===== config.mk =====
export PLATFORM = sky130hd
export DESIGN_NAME = mdu_seq
export DESIGN_NICKNAME = d
export VERILOG_FILES = /design/src/rtl/mdu_seq.sv
export SDC_FILE = /design/constraint.sdc
export NUM_CORES = 1
export LEC_CHECK = 0
export ABC_AREA = 0
export BUFFER_PORTS_ARGS = -buffer_cell sky130_fd_sc_hd__buf_2
export CORE_ASPECT_RATIO = 0.6
export CORE_UTILIZATION = 43
export CTS_BUF_LIST = sky130_fd_sc_hd__clkbuf_4
export DETAILED_ROUTE_END_ITERATION = 7
export SYNTH_ARGS = -nofsm -noshare
export SYNTH_HDL_FRONTEND = slang
export SYNTH_SLANG_ARGS = --single-unit

===== constraint.sdc =====
create_clock -name clk -period 11 [get_ports clk]
set_clock_uncertainty 0.15 [all_clocks]
set_input_delay 2.75 -clock clk [delete_from_list [all_inputs] [get_ports clk]]
set_output_delay 2.75 -clock clk [all_outputs]
set_load 0.02 [all_outputs]

===== src/rtl/mdu_seq.sv =====
// -----------------------------------------------------------------------------
// mdu_seq -- multi-cycle multiply/divide sequencer for the EX stage.
//
// Runs MULTU/MULT/DIVU/DIV one bit per cycle through a (WIDTH+1)-bit add/sub.
// It owns the architectural HI/LO registers, including MTHI/MTLO writes.
//
// Ports
//   clk        in   1      system clock, rising edge
//   reset      in   1      synchronous reset, active-low
//   start      in   1      launch an op (only looked at in IDLE)
//   op         in   2      00 MULTU, 01 MULT, 10 DIVU, 11 DIV
//   a          in   WIDTH  multiplicand / dividend (rs)
//   b          in   WIDTH  multiplier / divisor (rt)
//   wr_hi      in   1      MTHI write strobe
//   wr_lo      in   1      MTLO write strobe
//   wdata      in   WIDTH  MTHI/MTLO write data
//   abort      in   1      pipeline flush (only when MDU_ABORT_EN is defined)
//   busy       out  1      op in flight (PREP, RUN, FIX)
//   done       out  1      one-cycle completion pulse
//   div_zero   out  1      qualifies done: the op was a divide by zero
//   hi         out  WIDTH  HI register (product high / remainder)
//   lo         out  WIDTH  LO register (product low / quotient)
//   dbg_state  out  3      current FSM state, for checkers and debug
//
// Configuration macro
//   MDU_ABORT_EN  adds the abort port; abort in PREP/RUN/FIX drops the op
//                 with no done pulse and no HI/LO update.
//
// Handshake: start is taken only in IDLE, whatever busy says. busy rises the
// cycle after acceptance and stays high through FIX. done pulses for one cycle
// in DONE with busy low, and hi/lo/div_zero are valid in that cycle. The
// pipeline stalls on busy, so start is never accepted with busy high.
// -----------------------------------------------------------------------------
module mdu_seq #(
  parameter int WIDTH = 32
) (
  input  logic             clk,
  input  logic             reset,
  input  logic             start,
  input  logic [1:0]       op,
  input  logic [WIDTH-1:0] a,
  input  logic [WIDTH-1:0] b,
  input  logic             wr_hi,
  input  logic             wr_lo,
  input  logic [WIDTH-1:0] wdata,
`ifdef MDU_ABORT_EN
  input  logic             abort,
`endif
  output logic             busy,
  output logic             done,
  output logic             div_zero,
  output logic [WIDTH-1:0] hi,
  output logic [WIDTH-1:0] lo,
  output logic [2:0]       dbg_state
);

  localparam int CW = $clog2(WIDTH);

  typedef enum logic [2:0] {
    S_IDLE = 3'd0,
    S_PREP = 3'd1,
    S_RUN  = 3'd2,
    S_FIX  = 3'd3,
    S_DONE = 3'd4
  } state_e;

  state_e             state_q;
  logic [1:0]         op_q;
  logic [WIDTH-1:0]   a_q;
  logic [WIDTH-1:0]   b_q;
  logic [WIDTH-1:0]   opnd_q;     // multiplicand or divisor magnitude
  logic [2*WIDTH-1:0] acc_q;      // {upper, lower} working accumulator
  logic [CW-1:0]      cnt_q;
  logic               neg_p_q;    // negate product / quotient at FIX
  logic               neg_r_q;    // negate remainder at FIX
  logic               busy_q;
  logic               done_q;
  logic               dz_q;
  logic [WIDTH-1:0]   hi_q;
  logic [WIDTH-1:0]   lo_q;

  logic               abort_w;

`ifdef MDU_ABORT_EN
  assign abort_w = abort;
`else
  assign abort_w = 1'b0;
`endif

  // ---------------------------------------------------------------------------
  // Datapath: operand magnitudes, one iteration step, final sign fix-up
  // ---------------------------------------------------------------------------
  logic [WIDTH-1:0]   a_mag_d;
  logic [WIDTH-1:0]   b_mag_d;
  logic [WIDTH:0]     add_d;
  logic [2*WIDTH-1:0] mul_next_d;
  logic [WIDTH:0]     shl_d;
  logic [WIDTH:0]     trial_d;
  logic [2*WIDTH-1:0] div_next_d;
  logic [2*WIDTH-1:0] prod_neg_d;
  logic [WIDTH-1:0]   q_neg_d;
  logic [WIDTH-1:0]   r_neg_d;
  logic [WIDTH-1:0]   hi_fix_d;
  logic [WIDTH-1:0]   lo_fix_d;

  always_comb begin
    // The most negative value maps onto itself, which is the correct
    // unsigned magnitude 2^(WIDTH-1).
    a_mag_d = (op_q[0] && a_q[WIDTH-1]) ? -a_q : a_q;
    b_mag_d = (op_q[0] && b_q[WIDTH-1]) ? -b_q : b_q;

    // Shift-add multiply: the multiplier sits in the low half and is
    // consumed from bit 0 while the partial product grows into the top.
    add_d      = {1'b0, acc_q[2*WIDTH-1:WIDTH]} + (acc_q[0] ? {1'b0, opnd_q} : '0);
    mul_next_d = {add_d, acc_q[WIDTH-1:1]};

    // Restoring divide: remainder in the top half, dividend bits shift out
    // of the low half while quotient bits shift in. The shifted remainder
    // is below 2*divisor, so bit WIDTH of the trial difference is a clean
    // borrow flag.
    shl_d      = {acc_q[2*WIDTH-1:WIDTH], acc_q[WIDTH-1]};
    trial_d    = shl_d - {1'b0, opnd_q};
    div_next_d = trial_d[WIDTH] ? {shl_d[WIDTH-1:0], acc_q[WIDTH-2:0], 1'b0}
                                : {trial_d[WIDTH-1:0], acc_q[WIDTH-2:0], 1'b1};

    prod_neg_d = -acc_q;
    q_neg_d    = -acc_q[WIDTH-1:0];
    r_neg_d    = -acc_q[2*WIDTH-1:WIDTH];

    if (op_q[1]) begin
      lo_fix_d = neg_p_q ? q_neg_d : acc_q[WIDTH-1:0];
      hi_fix_d = neg_r_q ? r_neg_d : acc_q[2*WIDTH-1:WIDTH];
    end else begin
      lo_fix_d = neg_p_q ? prod_neg_d[WIDTH-1:0]       : acc_q[WIDTH-1:0];
      hi_fix_d = neg_p_q ? prod_neg_d[2*WIDTH-1:WIDTH] : acc_q[2*WIDTH-1:WIDTH];
    end
  end

  // ---------------------------------------------------------------------------
  // Sequencer and HI/LO
  // ---------------------------------------------------------------------------
  always_ff @(posedge clk) begin
    if (!reset) begin
      state_q <= S_IDLE;
      op_q    <= '0;
      a_q     <= '0;
      b_q     <= '0;
      opnd_q  <= '0;
      acc_q   <= '0;
      cnt_q   <= '0;
      neg_p_q <= 1'b0;
      neg_r_q <= 1'b0;
      busy_q  <= 1'b0;
      done_q  <= 1'b0;
      dz_q    <= 1'b0;
      hi_q    <= '0;
      lo_q    <= '0;
    end else begin
      done_q <= 1'b0;
      case (state_q)
        S_IDLE: begin
          if (wr_hi) hi_q <= wdata;
          if (wr_lo) lo_q <= wdata;
          if (start) begin
            a_q     <= a;
            b_q     <= b;
            op_q    <= op;
            dz_q    <= 1'b0;
            busy_q  <= 1'b1;
            state_q <= S_PREP;
          end
        end

        S_PREP: begin
          if (abort_w) begin
            busy_q  <= 1'b0;
            state_q <= S_IDLE;
          end else begin
            neg_p_q <= op_q[0] & (a_q[WIDTH-1] ^ b_q[WIDTH-1]);
            neg_r_q <= op_q[0] & op_q[1] & a_q[WIDTH-1];
            if (op_q[1] && (b_q == '0)) begin
              // Divide by zero skips the iteration and leaves HI/LO alone.
              dz_q    <= 1'b1;
              busy_q  <= 1'b0;
              done_q  <= 1'b1;
              state_q <= S_DONE;
            end else begin
              opnd_q  <= op_q[1] ? b_mag_d : a_mag_d;
              acc_q   <= {{WIDTH{1'b0}}, (op_q[1] ? a_mag_d : b_mag_d)};
              cnt_q   <= CW'(WIDTH - 1);
              state_q <= S_RUN;
            end
          end
        end

        S_RUN: begin
          if (abort_w) begin
            busy_q  <= 1'b0;
            state_q <= S_IDLE;
          end else begin
            acc_q <= op_q[1] ? div_next_d : mul_next_d;
            if (cnt_q == '0) begin
              state_q <= S_FIX;
            end else begin
              cnt_q <= cnt_q - CW'(1);
            end
          end
        end

        S_FIX: begin
          if (abort_w) begin
            busy_q  <= 1'b0;
            state_q <= S_IDLE;
          end else begin
            hi_q    <= hi_fix_d;
            lo_q    <= lo_fix_d;
            busy_q  <= 1'b0;
            done_q  <= 1'b1;
            state_q <= S_DONE;
          end
        end

        S_DONE: begin
          if (wr_hi) hi_q <= wdata;
          if (wr_lo) lo_q <= wdata;
          state_q <= S_IDLE;
        end

        default: begin
          busy_q  <= 1'b0;
          state_q <= S_IDLE;
        end
      endcase
    end
  end

  assign busy      = busy_q;
  assign done      = done_q;
  assign div_zero  = dz_q;
  assign hi        = hi_q;
  assign lo        = lo_q;
  assign dbg_state = state_q;

endmodule


== Word-level counts from Yosys, hierarchy flattened ==
Index checks and enable logic that the tools add are counted.

* Register bits: 239
* Latch bits: 0
* RAM bits: 0
* Memory bits (read-only): 0
* Input bits: 103
* Output and inout port bits: 70
* Logic and storage cells: 93
* Memories kept: 0

* $add $sub $neg: 8
* Multiply operators: 0
* Divide/modulo/power cells: 0
* Order comparisons: 0
* Equal/unequal tests: 11
* Shift operators: 0
* Muxes and demuxes: 34
* Bitwise operators: 6
* Reductions and logical operators: 20

{| class="wikitable"
|+ Operators by type and width
! operator !! number
|-
| $mux W32 || 13
|-
| $mux W64 || 3
|-
| $neg A32 Y32 || 4
|-
| $pmux W32 S2 || 2
|-
| $pmux W64 S2 || 1
|-
| $neg A64 Y64 || 1
|-
| $add A32 B32 Y33 || 1
|-
| $sub A33 B32 Y33 || 1
|-
| $logic_not A32 Y1 || 1
|-
| $pmux W3 S4 || 1
|-
| $reduce_and A2 Y1 || 6
|-
| $mux W5 || 2
|-
| $ne A2 B2 Y1 const B || 5
|-
| $pmux W5 S2 || 1
|-
| $mux W3 || 3
|-
| $reduce_and A3 Y1 || 3
|-
| $eq A3 B2 Y1 const B || 2
|-
| $reduce_bool A2 Y1 || 3
|-
| $logic_not A5 Y1 || 1
|-
| $mux W1 || 5
|-
| $sub A5 B1 Y5 const B || 1
|-
| $ne A2 B1 Y1 const B || 2
|-
| $pmux W1 S2 || 2
|-
| $reduce_or A2 Y1 || 2
|-
| other kinds (8) || 13
|}

== Depth between registers and ports, before layout ==
Gate-level depths: netlist of run 1.

* Depth after elaboration: 5
* Mapped depth: 16
* Mapped depth without buffers: 14

== Worst setup path before layout of run 1 ==
Ideal clock, no wire load.

* Kind: input port to flip-flop
* Start: in reset
* End: reg acc_q[57]
* Library setup time: 74 ps
* Data arrival time: 3854 ps
* Data required time: 10776 ps
* Setup slack: 6922 ps
* Stages on the path: 5
* Buffers on the path: 1
* Path through: clkbuf_1 nand2_1 or4_1 and3_1 a31oi_1

{| class="wikitable"
|+ RTL lines
! element !! line !! RTL
|-
| start: declaration || 38 || <nowiki>input logic reset,</nowiki>
|-
| end signal: assignment || 189 || <nowiki>acc_q <= {{WIDTH{1'b0}}, (op_q[1] ? a_mag_d : b_mag_d)};</nowiki>
|-
| end signal: assignment || 201 || <nowiki>acc_q <= op_q[1] ? div_next_d : mul_next_d;</nowiki>
|-
| end: declaration || 72 || <nowiki>logic [2*WIDTH-1:0] acc_q;</nowiki>
|}

== Final worst setup path of run 1 ==
* Start: reg b_q[0]
* End: reg acc_q[57]

* Longest elaborated chain between the ends: 4

{| class="wikitable"
|+ Ends and longest elaborated chain
! element !! line !! RTL
|-
| start: declaration || 70 || <nowiki>logic [WIDTH-1:0] b_q;</nowiki>
|-
| start signal: assignment || 147 || <nowiki>b_q <= '0;</nowiki>
|-
| start signal: assignment || 166 || <nowiki>b_q <= b;</nowiki>
|-
| $logic_not A32 Y1 || 181 || <nowiki>if (op_q[1] && (b_q == '0)) begin</nowiki>
|-
| $logic_and A1 B1 Y1 || 181 ||
|-
| $ne A2 B2 Y1 (no line) || - ||
|-
| $reduce_and A2 Y1 (no line) || - ||
|}

Every way passes these cells.
A chain may end at the register's enable or synchronous reset.

==> results.py, run 1 <==
metrics = {
    "status": {
        "outcome": "completed",
    },
    "worst_setup_path": {
        "cp.required_ps": 11550,
        "cp-end-kind": "flip-flop",
        "arrival_ps": 5560,
        "r2r_cells": 13,
        "start_kind": "flip-flop",
        "crit_fanout": 58,
        "setup.worst_path.class": "flip-flop to flip-flop",
    },
    "finish": {
        "nets": 2574,
        "fill_cells": 3929,
        "layout_common_cells": "306 x nand2_1, 289 x a21oi_1, 260 x nor2_1",
        "final_common_cell": "nand2_1",
        "fin_cells": 2954,
        "area_delta_synth_final_pct": 11.2,
        "drive_above_1_share": 0.137,
    },
    "clock_network": {
        "cts.sinks": 239,
        "clk_latency_ps": 790,
        "h-tree-depth": 2,
        "cts.repair.resized": 0,
        "cts_tree": "yes",
        "cts-root-buf": "clkbuf_4",
        "clockBufferDepth": 3,
        "hold_buffers": 0,
        "cts_buffers": 61,
        "postCtsSetupBuffers": 0,
        "clk_pin_slew_ps": 80,
    },
    "hold_path": {
        "min_path_type": "flip-flop to flip-flop",
        "min_path_cells": 2,
    },
    "logic_synthesis": {
        "synth_edf_count": 0,
        "avgSynthCellArea_um2": 7.28,
        "async_reset_ff_frac": 0,
        "yosys_warnings": 0,
        "synth.yosys.seq_area_share": 0.287,
        "netlist_instances": 2294,
        "synth_area_mm2": 0.0167,
        "syn-num-nets": 2469,
        "ys.flop_type": "dfxtp_1",
        "synthDistinctLibCells": 82,
        "ys_ff_latch": 239,
    },
    "power": {
        "ir_worst_vdd_uv": 103,
        "p_per_area_mw_per_mm2": 151,
        "leakagePower_nw": 7.66,
    },
    "floorplanning": {
        "die_w_um": 256,
        "die_y_um": 155,
        "rows": 55,
        "core_mm2": 0.0380,
        "pin_count": 173,
        "die-area_mm2": 0.0396,
        "start_util": 0.439,
    },
    "sta": {
        "report.final.slew_viol_count": 0,
        "setup_viol": 0,
        "fmax_mhz": 200,
        "fin_setup_tns_ps": 0,
        "relSlewSlack": 0.129,
        "finalCritPeriodShare": 0.456,
        "min_period_ps": 5010,
        "rsz0062_at_grt": "no",
        "tightest_slew_ps": 1310,
        "hold_viol": 0,
    },
    "detailed_routing": {
        "wl_per_cell_um": 21.5,
        "drt_iter0_markers": 1896,
        "routed_wl_mm": 63.4,
        "vias": 17600,
        "first_pass_iters": 6,
        "drcViolationCount": 0,
        "via_per_inst": 5.97,
        "ant_nets": 0,
    },
    "global_route": {
        "grt_pass1_vias": 16200,
        "grt_max_degree": 91,
        "grt-ovfl-total": 0,
        "gr-usage-all-layers": 0.312,
        "grt_pass1_wl_mm": 96.0,
        "grt_antenna_before_repair": 1,
    },
    "placement": {
        "placed_cells": 2849,
        "port_buffers": 172,
        "routabilityCongestion": 0.990,
        "dp_hpwl_mm": 47.1,
    },
    "run": {
        "cap_violations": 0,
    },
}
==> per-stage QoR <==
stage	instance area (µm²)	worst slack [ps]	hold slack (ps)	utilization	power, mW
floorplan	16700	6920	282	-	1.72
global placement	17800	5650	290	0.469	2.01
detailed placement	17800	5640	293	0.469	2.02
CTS	18600	6160	302	0.489	2.79
global route	18600	5760	334	0.489	2.96
finish	18600	5990	300	0.489	2.80
==> synthesized netlist by cell type, drive strengths merged, types with 27 or more instances <==
| library cell | n | area (µm²) |
|---|---|---|
| buf | 29 | 139 |
| nor2 | 264 | 993 |
| inv | 68 | 255 |
| mux2i | 45 | 450 |
| a31oi | 31 | 194 |
| xor2 | 85 | 744 |
| dfxtp | 239 | 4780 |
| xnor2 | 83 | 734 |
| o211ai | 27 | 203 |
| nand3 | 42 | 210 |
| a21oi | 291 | 1460 |
| a211oi | 60 | 450 |
| nor3 | 37 | 185 |
| o21ai | 147 | 739 |
| clkbuf | 127 | 477 |
| ha | 70 | 876 |
| nand2 | 307 | 1150 |
==> cell families after synthesis <==
group / Yosys count / share of synthesized area
adders and majority gates: 72 / 0.0549
buffers and inverters: 224 / 0.0522
AOI/OAI and AO/OA: 737 / 0.272
DFF: 239 / 0.287
and+or+nand+nor: 804 / 0.215
xor gates and xnor gates: 168 / 0.0886
muxes: 50 / 0.0310
==> routing by layer <==
metal  global-route usage  wire (µm)  vias up
met2                0.423      24200      899
met1                0.469      30400     8291
li1                     -          -     8371
met4               0.0750       1320        0
met3               0.0980       7560       88
met5                    0          0        -
==> state kept, by name, summed over array words and instances (netlist names) <==
signal and cells:
op_q 2, neg_r_q 1, acc_q 64, opnd_q 32
hi 32, dbg_state 3, b_q 32, done 1
cnt_q 5, a_q 32, div_zero 1, busy 1
lo 32, neg_p_q 1
==> worst max-delay path: stages (launching register included) <==
cell and delay [ps]:
dfxtp_1 370, inv_1 70, ha_1 150, or3b_1 410, nor4_1 740, nand2_2 270, nor4_4 540, nand2b_2 210
buf_4 530, nand2_1 280, nor2_4 730, a21oi_1 150, and3_1 230, a31oi_1 130
==> area by class of cell <==
| type | count | area [µm²] | area share |
|---|---|---|---|
| clock inverter | 15 | 68.8 | 0.00371 |
| clock buffer | 89 | 668 | 0.0360 |
| timing repair buffer | 198 | 1060 | 0.0569 |
| tap | 513 | 642 | 0.0346 |
| sequential | 239 | 4790 | 0.258 |
| inverter | 68 | 258 | 0.0139 |
| antenna | 1 | 2.50 | 0.000135 |
| multi-input combinational | 1831 | 11100 | 0.597 |
==> worst paths after layout <==
| path | start | to | slack, ps |
|---|---|---|---|
| max | b_q[0] | acc_q[57] | 5990 |
| min | lo[28] | lo[28] | 300 |
| max reg2reg | b_q[0] | acc_q[57] | 5990 |
| min reg2reg | lo[28] | lo[28] | 300 |
==> power breakdown <==
part	leakage (nW)	switching [mW]	internal (mW)
registers	1.95	0.0880	0.938
clock network	0.444	0.402	0.368
logic	5.27	0.667	0.341
total	7.66	1.16	1.65
Note: power is estimated with default switching activity, not from simulation.
==> inputs of run 2 (changes only) <==
==> constraint.sdc (replaced) <==
create_clock -name clk -period 4.7 [get_ports clk]
set_clock_uncertainty 0.15 [all_clocks]
set_input_delay 1.175 -clock clk [delete_from_list [all_inputs] [get_ports clk]]
set_output_delay 1.175 -clock clk [all_outputs]
set_load 0.02 [all_outputs]
==> run 2 against run 1 <==
  * Power grew 140%
  * Register-to-register slack lost 5500 ps
  * Via count grew 2.0%
  * Setup slack lost 5500 ps
  * Highest routed layer unchanged
  * Critical path type unchanged
  * Routed wire length grew 4.2%
  * Clock power grew 140%
  * Sequential cell count is the same
  * Core utilization grew 0.56 points
  * First-iteration DRC count grew 17%
  * Maximum frequency grew 19%
  * Hold slack gained 7.4 ps
==> results.py, run 2 (same netlist as run 1, synthesis figures left out) <==
metrics = {
    "status": {
        "outcome": "completed",
    },
    "placement": {
        "place_ws_ps": 531,
        "port_buffers": 172,
        "routabilityCongestion": 0.963,
        "dp_hpwl_mm": 49.9,
    },
    "run": {
        "cap_violations": 0,
    },
    "sta": {
        "fin_setup_tns_ps": 0,
        "fmax_mhz": 238,
        "hold_viol": 0,
        "report.final.slew_viol_count": 0,
        "rsz0062_at_grt": "no",
        "setup_slack_ps": 497,
        "setup_viol": 0,
        "min_period_ps": 4200,
        "tightest_slew_ps": 1200,
        "relSlewSlack": 0.198,
        "finalCritPeriodShare": 0.894,
    },
    "detailed_routing": {
        "routed_wl_mm": 66.1,
        "via_per_inst": 6.05,
        "vias": 18000,
        "ant_nets": 0,
        "wl_per_cell_um": 22.2,
        "first_pass_iters": 6,
        "drcViolationCount": 0,
        "drt_iter0_markers": 2216,
    },
    "finish": {
        "nets": 2601,
        "layout_common_cells": "306 x nand2_1, 289 x a21oi_1, 261 x nor2_1",
        "drive_above_1_share": 0.143,
        "top_register": "acc_q",
        "area_delta_synth_final_pct": 12.5,
        "final_common_cell": "nand2_1",
        "largest_register_ffs": 64,
    },
    "global_route": {
        "use_met1": 0.511,
        "grt_max_degree": 77,
        "top_usage_layer": "met1",
        "gr-usage-all-layers": 0.326,
        "grt-ovfl-total": 0,
        "grt_pass1_wl_mm": 99.9,
        "grt_pass1_vias": 16500,
        "grt_antenna_before_repair": 2,
        "gr-usage-met3": 0.0796,
        "use_met2": 0.423,
    },
    "clock_network": {
        "cts-root-buf": "clkbuf_4",
        "clockBufferDepth": 3,
        "cts.sinks": 239,
        "clk_latency_ps": 840,
        "hold_buffers": 0,
        "clk_pin_slew_ps": 90,
        "cts_tree": "yes",
        "cts.repair.resized": 0,
        "postCtsSetupBuffers": 0,
        "cts_buffers": 61,
        "h-tree-depth": 2,
    },
    "power": {
        "p_int_mw": 3.87,
        "seq_power_share": 0.360,
        "p_per_area_mw_per_mm2": 352,
        "p_clk_frac": 0.275,
        "ir_worst_vdd_uv": 222,
        "p_sw_mw": 2.74,
        "combPwrFrac": 0.365,
        "p_sw_frac": 0.415,
        "leakagePower_nw": 7.79,
    },
    "worst_setup_path": {
        "crit_slowest_cell": "a2111o_1",
        "arrival_ps": 4750,
        "crit_fanout": 13,
        "cp.required_ps": 5240,
        "crit_top_cell": "o31a_1",
        "r2r_cells": 13,
        "crit_path_start": "acc_q[0]",
        "reg2reg_from": "acc_q[0]",
        "setup.worst_path.class": "flip-flop to flip-flop",
        "cp-end-kind": "flip-flop",
        "critPathMaxStageDelay_ps": 500,
        "cp_cell_sequence": "inv_1 -> nor2_1 -> ha_1 -> o211ai_1 -> a21oi_1 -> o31a_1 -> a41oi_1 -> o31a_1 -> o21ai_1 -> a2111o_1 -> or2_2 -> a32oi_1 -> o21ai_0",
        "start_kind": "flip-flop",
    },
    "floorplanning": {
        "die-area_mm2": 0.0396,
        "pin_count": 173,
        "die_w_um": 256,
        "rows": 55,
        "core_mm2": 0.0380,
        "start_util": 0.439,
        "die_y_um": 155,
    },
    "hold_path": {
        "min_path_type": "flip-flop to flip-flop",
        "min_from": "lo[30]",
        "min_path_cells": 2,
    },
}
run 2: changes by cell type in the layout (fill, tap and decap cells not counted), moves of 2 or more:
cell      change
clkinv_2      -2
clkbuf_4      -8
clkinv_1      +6
buf_12        +3
buf_4        +24
run 2: cell type report:
cell class	count	area (µm²)
diodes	1	2.50
clock buffers	81	608
clock inverters	19	109
repair buffers	225	1300
fillers	3908	19200
inverters	68	258
multi-input cells	1831	11100
flip-flops and latches	239	4790
well taps	513	642
run 2: final timing paths:
check / endpoint / slack (ps)
hold / removal: lo[30] / 310
hold reg to reg: lo[30] / 310
setup reg to reg: acc_q[59] / 500
setup / recovery: acc_q[59] / 500
run 2: power by group through the flow:
stage | combinational [mW] | sequential (mW) | clock (mW)
after floorplan | 1.58 | 2.44 | 0
after global placement | 2.33 | 2.41 | 0
after detailed placement | 2.35 | 2.42 | 0
after CTS | 2.36 | 2.37 | 1.86
after global routing | 2.60 | 2.40 | 1.96
final | 2.42 | 2.38 | 1.82
run 2: per-stage QoR:
step	cells	power, mW	hold slack [ps]	cell area [µm²]	util
after floorplan	2294	4.02	282	16700	-
after detailed placement	2876	4.76	303	18100	0.475
after global placement	2876	4.75	296	18100	0.475
final	2977	6.61	308	18800	0.494
after global routing	2977	6.96	332	18800	0.494
after CTS	2976	6.59	316	18800	0.494
run 2: layer usage:
| metal | vias to the layer above | wire (µm) |
|---|---|---|
| met1 | 8560 | 31900 |
| met2 | 913 | 24300 |
| li1 | 8418 | - |
| met4 | 0 | 1810 |
| met3 | 111 | 8070 |
| met5 | - | 0 |
run 2: critical path, delay by kind of cell, from the launching register on:
family,cells,cell delay (ps)
AO/OA/AOI/OAI,9,2410
AND/OR/NAND/NOR,2,500
flip-flops,1,460
buffers and inverters,1,290
adder cells (fa/ha/maj),1,280
==> inputs of run 3 (changes only) <==
--- a/config.mk
+++ b/config.mk
@@ -8,6 +8,7 @@
 export ABC_AREA = 0
 export BUFFER_PORTS_ARGS = -buffer_cell sky130_fd_sc_hd__buf_2
 export CORE_ASPECT_RATIO = 0.6
+export CORE_MARGIN = 3
 export CORE_UTILIZATION = 43
 export CTS_BUF_LIST = sky130_fd_sc_hd__clkbuf_4
 export DETAILED_ROUTE_END_ITERATION = 7
==> run 3 against run 2 <==
  * Clock power about the same
  * Critical path depth is the same
  * Setup slack worse by 41 ps
  * Global-route usage decreased by 1.3 points
  * Largest power group unchanged
==> results.py, run 3 (same netlist as run 1, synthesis figures left out) <==
metrics = {
    "detailed_routing": {
        "ant_nets": 0,
        "wl_per_cell_um": 22.0,
        "via_per_inst": 5.98,
        "vias": 17900,
        "routed_wl_mm": 65.9,
        "drt_iter0_markers": 1902,
        "first_pass_iters": 6,
        "drcViolationCount": 0,
    },
    "placement": {
        "port_buffers": 172,
        "routabilityCongestion": 0.970,
        "dp_hpwl_mm": 50.1,
        "placed_cells": 2879,
        "place_ws_ps": 591,
    },
    "sta": {
        "fin_setup_tns_ps": 0,
        "report.final.slew_viol_count": 0,
        "min_period_ps": 4240,
        "setup_slack_ps": 456,
        "relSlewSlack": 0.191,
        "finalCritPeriodShare": 0.903,
        "rsz0062_at_grt": "no",
        "fmax_mhz": 236,
        "hold_viol": 0,
        "setup_viol": 0,
        "tightest_slew_ps": 1210,
    },
    "clock_network": {
        "cts.sinks": 239,
        "cts_buffers": 60,
        "clk_latency_ps": 810,
        "clockBufferDepth": 3,
        "cts_tree": "yes",
        "cts.repair.resized": 0,
        "hold_buffers": 0,
        "clk_pin_slew_ps": 70,
        "h-tree-depth": 2,
        "postCtsSetupBuffers": 0,
        "cts-root-buf": "clkbuf_4",
    },
    "floorplanning": {
        "core_mm2": 0.0380,
        "start_util": 0.439,
        "rows": 55,
        "pin_count": 173,
        "die_w_um": 260,
        "die-area_mm2": 0.0413,
        "die_y_um": 159,
    },
    "global_route": {
        "grt_pass1_vias": 16300,
        "grt_antenna_before_repair": 3,
        "gr-usage-all-layers": 0.313,
        "grt_max_degree": 114,
        "grt_pass1_wl_mm": 99.5,
        "grt-ovfl-total": 0,
    },
    "hold_path": {
        "holdPathEnd": "lo[30]",
        "min_path_cells": 2,
        "min_from": "lo[30]",
        "min_path_type": "flip-flop to flip-flop",
    },
    "finish": {
        "layout_common_cells": "306 x nand2_1, 289 x a21oi_1, 261 x nor2_1",
        "nets": 2603,
        "drive_above_1_share": 0.146,
        "largest_register_ffs": 64,
        "area_delta_synth_final_pct": 12.8,
        "multi_input_area_mm2": 0.0111,
        "fin_cells": 2990,
        "seqCellArea_mm2": 0.00479,
        "final_common_cell": "nand2_1",
        "fill_cells": 3908,
        "top_register": "acc_q",
    },
    "power": {
        "ir_worst_vdd_uv": 241,
        "leakagePower_nw": 7.83,
        "p_per_area_mw_per_mm2": 353,
    },
    "worst_setup_path": {
        "cp-end-kind": "flip-flop",
        "setup.worst_path.class": "flip-flop to flip-flop",
        "reg2reg_to": "acc_q[56]",
        "r2r_cells": 13,
        "start_kind": "flip-flop",
        "r2r_slack_ps": 460,
        "crit_fanout": 11,
        "arrival_ps": 4800,
        "cp.required_ps": 5260,
        "reg2reg_from": "acc_q[32]",
    },
    "run": {
        "cap_violations": 0,
    },
    "status": {
        "outcome": "completed",
    },
}
==> run 3: how the worst max path moves through the flow <==
stage               cells after the start  slack (ps)         to  startpoint
floorplan                              15        1070  acc_q[50]   acc_q[32]
global placement                       14         720  acc_q[57]    acc_q[0]
detailed placement                     13         590  acc_q[35]   acc_q[32]
CTS                                    13         520  acc_q[56]   acc_q[32]
global route                           13         120  acc_q[56]   acc_q[32]
finish                                 13         460  acc_q[56]   acc_q[32]
==> run 3: power breakdown <==
part	internal, mW	leakage (nW)	switching, mW
sequential	2.19	1.95	0.184
clock	0.850	0.451	0.979
combinational	0.833	5.43	1.60
==> run 3: worst max-delay path, cell delays in order (launching register included) <==
cell and delay [ps]:
dfxtp_1 590, inv_1 230, fa_1 470, nand2b_1 210, a21oi_1 230, o21ai_0 140, o2bb2ai_1 200, o21a_1 250
o31a_1 420, xnor2_2 500, buf_4 330, nand2_1 80, a311oi_1 270, a21o_1 110
==> run 3: layer usage <==
layer	vias to the layer above	part of all wire	track usage
li1	8447	-	-
met4	0	0.021	0.0755
met1	8413	0.48	0.494
met3	93	0.12	0.0779
met2	918	0.37	0.415
met5	-	0	0
==> run 3: stage by stage <==
step           hold WS [ps]  instance area [µm²]   util  total power [mW]
2_1_floorplan           282                16700      -              4.02
3_3_place_gp            296                18100  0.476              4.78
3_5_place_dp            299                18100  0.476              4.78
4_1_cts                 309                18800  0.495              6.62
5_1_grt                 340                18800  0.496              7.00
6_report                313                18800  0.496              6.64
==> run 3: final cells by class <==
class / instances / area share
diodes: 1 / 0.000133
inverters: 68 / 0.0137
repair buffers: 228 / 0.0694
flip-flops and latches: 239 / 0.254
multi-input cells: 1831 / 0.588
clock buffers: 86 / 0.0343
well taps: 513 / 0.0341
clock inverters: 24 / 0.00592
